[config.mk]
export PLATFORM = sky130hd
export DESIGN_NAME = opcode_step_decoder
export DESIGN_NICKNAME = d
export VERILOG_FILES = /design/src/rtl/opcode_step_decoder.sv
export SDC_FILE = /design/constraint.sdc
export NUM_CORES = 1
export LEC_CHECK = 0
export ABC_AREA = 1
export BUFFER_PORTS_ARGS = -buffer_cell sky130_fd_sc_hd__buf_4
export CAP_MARGIN = 20
export CELL_PAD_IN_SITES_DETAIL_PLACEMENT = 0
export CELL_PAD_IN_SITES_GLOBAL_PLACEMENT = 2
export CORE_MARGIN = 3
export CORE_UTILIZATION = 24
export DETAILED_ROUTE_END_ITERATION = 7
export PLACE_DENSITY_LB_ADDON = 0.1
export SETUP_SLACK_MARGIN = 0.15
export SKIP_LAST_GASP = 1
export SLEW_MARGIN = 20
export SYNTH_ARGS = -nofsm -noshare
export SYNTH_HDL_FRONTEND = slang
export SYNTH_SLANG_ARGS = --single-unit
[constraint.sdc]
create_clock -name clk -period 1.2 [get_ports clk]
set_clock_uncertainty 0.15 [all_clocks]
set_input_delay 0.12 -clock clk [delete_from_list [all_inputs] [get_ports clk]]
set_output_delay 0.12 -clock clk [all_outputs]
set_load 0.05 [all_outputs]
[src/rtl/opcode_step_decoder.sv]
// Registered opcode decoder with a one-hot timing-step ring for multi-cycle instructions.
// Latches an accepted opcode, drives a gated one-hot control vector, and flags rejects and completion.
module opcode_step_decoder #(
  parameter int SEL_W   = 4,
  parameter int N_OUT   = 12,
  parameter int N_STEPS = 4
) (
  input  logic               clk,
  input  logic               rst,
  input  logic [SEL_W-1:0]   in,
  input  logic               en_op,
  input  logic               en_out,
  input  logic               clr,
  output logic [N_OUT-1:0]   out,
  output logic [SEL_W-1:0]   op,
  output logic [N_STEPS-1:0] step,
  output logic               busy,
  output logic               done,
  output logic               err
);

  typedef enum logic {IDLE, ACTIVE} state_t;

  localparam logic [SEL_W:0] N_OUT_W = (SEL_W+1)'(N_OUT);

  state_t             state_q;
  logic [N_OUT-1:0]   out_q;
  logic [SEL_W-1:0]   op_q;
  logic [N_STEPS-1:0] step_q;
  logic               busy_q;
  logic               done_q;
  logic               err_q;
  logic               in_valid;

  function automatic logic [N_OUT-1:0] onehot(input logic [SEL_W-1:0] k);
    onehot = N_OUT'(1) << k;
  endfunction

  assign in_valid = ({1'b0, in} < N_OUT_W);

  always_ff @(posedge clk) begin
    if (rst) begin
      state_q <= IDLE;
      out_q   <= '0;
      op_q    <= '0;
      step_q  <= '0;
      busy_q  <= 1'b0;
      done_q  <= 1'b0;
      err_q   <= 1'b0;
    end else if (clr) begin
      // op is deliberately kept so the aborted opcode stays visible
      state_q <= IDLE;
      out_q   <= '0;
      step_q  <= '0;
      busy_q  <= 1'b0;
      done_q  <= 1'b0;
      err_q   <= 1'b0;
    end else begin
      done_q <= 1'b0;
      err_q  <= 1'b0;
      unique case (state_q)
        IDLE: begin
          if (en_op) begin
            if (in_valid) begin
              state_q <= ACTIVE;
              op_q    <= in;
              step_q  <= N_STEPS'(1);
              busy_q  <= 1'b1;
              if (en_out) out_q <= onehot(in);
            end else begin
              err_q <= 1'b1;
            end
          end
        end
        ACTIVE: begin
          if (en_out) out_q <= onehot(op_q);
          if (step_q[N_STEPS-1]) begin
            state_q <= IDLE;
            step_q  <= '0;
            busy_q  <= 1'b0;
            done_q  <= 1'b1;
          end else begin
            step_q <= {step_q[N_STEPS-2:0], 1'b0};
          end
        end
        default: state_q <= IDLE;
      endcase
    end
  end

  assign out  = out_q;
  assign op   = op_q;
  assign step = step_q;
  assign busy = busy_q;
  assign done = done_q;
  assign err  = err_q;

endmodule

# Word level (Yosys, flattened, before mapping)
# Cells that the tools add are included.
word_totals:
  output_inout_bits: 23
  input_bits: 9
  reg_bits: 24
  word_cells: 44
classes:
  eq_ne: 5
  reduce_logical: 7
  n_bitwise: 3
  shifts: 2
  n_mux: 19
  magnitude_cmp: 1
op_table:
  columns: ["operator", "count"]
  rows:
  - ["12-bit two-way mux", 4]
  - ["12-bit one-hot mux with 2 select lines", 1]
  - ["1-bit by 4-bit << shifter with 12-bit output (first input constant)", 2]
  - ["4-bit two-way mux", 3]
  - ["1-bit two-way mux", 8]
  - ["2-bit != test (second input constant)", 4]
  - ["4-bit one-hot mux with 2 select lines", 1]
  - ["4-bit AND reduction", 2]
  - ["4-bit less-than comparator (second input constant)", 1]
  - ["1-bit one-hot mux with 2 select lines", 2]
  - ["4-bit OR reduction", 1]
  - ["1-bit inverter", 3]
  - ["3-bit AND reduction", 1]
  - ["3-bit OR reduction", 1]
  - ["2-bit by 1-bit != test with 1-bit output (second input constant)", 1]
  - ["2-bit AND reduction", 1]
  - ["2-bit OR reduction", 1]

# Longest topological paths before layout
depth:
  word_depth: 5
  ltp_mapped: 11
  depth_no_buf: 9

# Least setup slack after synthesis
# No wires, ideal clock.
synth_path:
  path_kind: "register to register"
  start: "reg op_q[3], in the netlist op[3]"
  end: "reg out_q[10], in the netlist out[10]"
  path_stages_with_launch: 7
  t_arrival_ns: 1.251
  path_slack_ns: -0.269
  n_path_buf: 0
  t_required_ns: 0.982
  setup_time_ns: 0.068
  synth_period_minus_slack_ns: 1.469
  cell_sequence: "dfxtp_1 -> nand2_1 -> nand2_2 -> inv_1 -> nor2_4 -> nand2_1 -> a21oi_2"
synth_between:
  elab_chain_len: 3
synth_lines:
  columns: ["item", "line_no", "rtl"]
  rows:
  - ["from (decl)", "28", "logic [SEL_W-1:0] op_q;"]
  - ["from (signal assigned)", "66", "op_q <= in;"]
  - ["1-bit by 4-bit << shifter with 12-bit output", "36", "onehot = N_OUT'(1) << k;"]
  - ["12-bit two-way mux", "76", "if (en_out) out_q <= onehot(op_q);"]
  - ["12-bit one-hot mux with 2 select lines", "61", "unique case (state_q)"]
  - ["to (signal assigned)", "69", "if (en_out) out_q <= onehot(in);"]
  - ["to (signal assigned)", "76", null]
  - ["to (decl)", "27", "logic [N_OUT-1:0] out_q;"]
# Every way passes these cells. The select of a mux whose other input is x is not followed.
# A chain may end at the register's enable or synchronous reset.

# Final worst setup path
layout_path:
  start: "reg state_q"
  end: "reg out_q[9], in the netlist out[9]"
layout_between:
  elab_chain_len: 3
  word_cells_on_any_way: 7
  classes_between: "eq/ne: 4; mux: 1; bitwise: 1; reduce/logical: 1"
layout_lines:
  columns: ["item", "line_no", "rtl"]
  rows:
  - ["from (decl)", "26", "state_t state_q;"]
  - ["from (signal assigned)", "43", "state_q <= IDLE;"]
  - ["from (signal assigned)", "52", "state_q <= IDLE;"]
  - ["from (signal assigned)", "65", "state_q <= ACTIVE;"]
  - ["1-bit inverter", null, null]
  - ["2-bit != test (no source line)", null, null]
  - ["4-bit AND reduction (no source line)", null, null]
# Several ways; a longest one is shown, not always the timed one.

==> run_results.csv <==
group,metric,value,unit
power,powerDensity,1025,nW/um^2
floorplan,die_height,73.50,um
setup_path,criticalPathCategory,"reg2reg",
sta,min_period_over_period,1.074,
yosys,syn_avg_cell_area,6.878,um^2
sta,worst_slack,-0.08861,ns
placed_design,dp.cells,241,
setup_path,endpoint_kind,"flop",
route,firstDrtPassIters,4,
clock_network,h-tree-depth,1,
power,peakVddDrop,0.0006527,V
yosys,synth_warnings,0,
route,wl_per_cell,11.21,um
cells_and_area,drive_gt1_frac,0.5777,
route,routed_wl,2870,um
floorplan,die_w,73.50,um
sta,maxSlewHeadroom,0.6263,
clock_network,insertion_delay,0.27,ns
cells_and_area,multiInputGateArea,673.1,um^2
placed_design,portBuffers,31,
cells_and_area,finalNonFillerCells,256,
power,p_comb_frac,0.229,
run_status,status,"finished with violations",
run_status,failed_checks,"setup timing",
power,p_int,1452,uW
yosys,synth_area_leaders,"dfxtp_1 (44%), nand2_1 (19%), inv_1 (7.2%)",
worst_hold_path,hold_class,"in2reg",
yosys,syn-num-nets,168,
clock_network,cts_tree,"built",
sta,min_period,1.289,ns
yosys,yosysTopAreaCell,"dfxtp_1",
setup_path,critical_path_arrival,1.34,ns
power,power.total,2033,uW
power,pwr-share-seq,0.414,
placed_design,routabilityCongestion,0.7592,
floorplan,dieArea,5402,um^2
yosys,ys_seq_area_frac,0.4394,
sta,max_clock_freq,0.7760,GHz
sta,grt_setup_unrepaired,"yes",
global_route,grt_max_degree,15,
sta,slew_violations,0,
clock_network,numCtsBuffers,3,
global_route,antenna_found_initial,0,
setup_path,cp_max_fo,9,
power,swShare,0.2856,
route,drtAntennaViolNets,0,
yosys,netlist.area_leader.share,0.4394,
floorplan,core_region_area,4202,um^2
clock_network,clock-sinks,24,
global_route,grt_use_total,0.1104,
clock_network,cts_root_buf,"clkbuf_8",
floorplan,initial_core_util,0.2603,
route,vias_per_cell,4.332,
yosys,ys_ff_latch,24,
route,vias,1109,
yosys,syn_area,1094,um^2
yosys,netlist_instances,159,
sta,setup_viol,16,
cells_and_area,seq_area,520.5,um^2
cells_and_area,diodes,0,
sta,worst_pin_slew,0.5600,ns
power,power_switching,580.5,uW
cells_and_area,fin_nets,216,
setup_path,crit_path_start_kind,"flop",
setup_path,crit_required,1.25,ns
floorplan,ios,32,
route,drc,0,
run,drv_cap,0,
yosys,yosysUniqueCellTypes,16,
power,leakagePower,0.0008037,uW
clock_network,cts_buffer_depth,2,
cells_and_area,n_fill_cell,410,
global_route,grt_pass1_vias,1059,
route,drt_first_iter_violations,19,
global_route,grt_pass1_wl,4650,um
sta,hold_viol,0,
power,pwr-share-clk,0.358,
placed_design,dp_hpwl,2040,um
clock_network,clk_pin_slew,0.09,ns
floorplan,num_rows,23,
global_route,grt-ovfl-total,0,
cells_and_area,syn2layout_area_growth,81.35,%
-- per-stage QoR --
stage	instance area, um^2	hold WS, ns	worst slack [ns]	TNS, ns	utilization
floorplan	1109	0.1110	-0.1144	-1.127	-
global placement	1416	0.2714	-0.1487	-1.648	0.3371
detailed placement	1416	0.2625	-0.1742	-1.836	0.3371
CTS	1773	-0.01232	-0.1003	-1.052	0.4220
global route	1983	0.04213	-0.1789	-2.429	0.4720
finish	1983	0.03951	-0.08861	-1.064	0.4720
-- cell families (layout without fill, tap and decap cells) --
| family | after synthesis | after routing | share of synthesized area |
|---|---|---|---|
| AOI/OAI and AO/OA | 22 | 22 | 0.1110 |
| DFF | 24 | 24 | 0.4394 |
| and+or+nand+nor | 87 | 87 | 0.3398 |
| buffers and inverters | 26 | 73 | 0.1098 |
-- worst max-delay path, cell delays in order, from the launching register on --
cell and delay [ns]:
dfxtp_4 0.39, inv_6 0.06, nand3_4 0.06, nand3_4 0.10, buf_12 0.15, nor2_4 0.12, nand2_1 0.08, a21oi_2 0.10
-- state kept, by name (all words and copies together), names as in the netlist --
register and flops:
state_q 1, op 4, err 1, busy 1
done 1, out 12, step 4
-- power by group through the flow --
stage / Combinational [uW] / Sequential [uW] / Clock [uW]
final: 465 / 841 / 727
after global routing: 504 / 844 / 798
after CTS: 406 / 839 / 752
after detailed placement: 329 / 851 / 0
after global placement: 329 / 850 / 0
after floorplan: 162 / 916 / 0
-- cell type report --
type	instances	share of cell area
Clock buffer	3	0.02082
Clock inverter	1	0.01514
Inverter	22	0.04732
Multi-Input combinational cell	109	0.3394
Sequential cell	24	0.2625
Tap cell	50	0.03155
Timing Repair Buffer	47	0.2833
-- Yosys cell counts --
| cell | count |
|---|---|
| buf_1 | 1 |
| nor2_1 | 21 |
| nand2_1 | 56 |
| inv_2 | 1 |
| nand3_2 | 2 |
| a21oi_1 | 13 |
| nor2_4 | 3 |
| buf_6 | 3 |
| nand3_1 | 1 |
| a21oi_2 | 2 |
| inv_1 | 21 |
| o21ai_0 | 4 |
| o22ai_1 | 3 |
| dfxtp_1 | 24 |
| nor3_1 | 1 |
| nand2_2 | 3 |
-- layout by cell type, fill, tap and decap left out --
master,n
dfxtp_2,20
nor2_1,15
nor2_2,2
nand2_4,7
inv_6,1
dfxtp_4,4
o21ai_2,4
a21oi_1,7
inv_2,2
nand2_2,14
o22ai_1,3
a21oi_2,8
bufinv_16,1
nor3_1,1
buf_4,15
nand2_1,38
clkinvlp_4,1
dlygate4sd3_1,6
nor2_4,7
buf_8,21
nand3_4,3
clkbuf_8,3
buf_12,2
inv_1,17
buf_6,3
inv_4,1
-- what timing repair did --
action	CTS	global route
hold buffers	5	1
hold endpoints to repair	5	1
gates resized for setup	66	54
setup buffers	3	2
endpoints found under the setup margin	45	46
pin swaps	9	15
-- metal layers --
layer  GRT usage  vias to the layer above  part of all wire
li1            -                      578                 -
met1      0.1316                      510              0.42
met2      0.1890                       19              0.52
met3     0.03967                        2             0.049
met4     0.02414                        0            0.0070
met5           0                        -                 0
-- worst paths after layout --
check                        from                   end  slack, ns  cells past startpoint
max            state_q$_SDFF_PP0_   out[9]$_SDFFE_PP0P_      -0.09                      7
min                         en_op    op[3]$_SDFFE_PP0P_       0.04                      3
max reg2reg    state_q$_SDFF_PP0_   out[9]$_SDFFE_PP0P_      -0.09                      7
min reg2reg  out[11]$_SDFFE_PP0P_  out[11]$_SDFFE_PP0P_       0.33                      2
(Power assumes the default switching activity.)
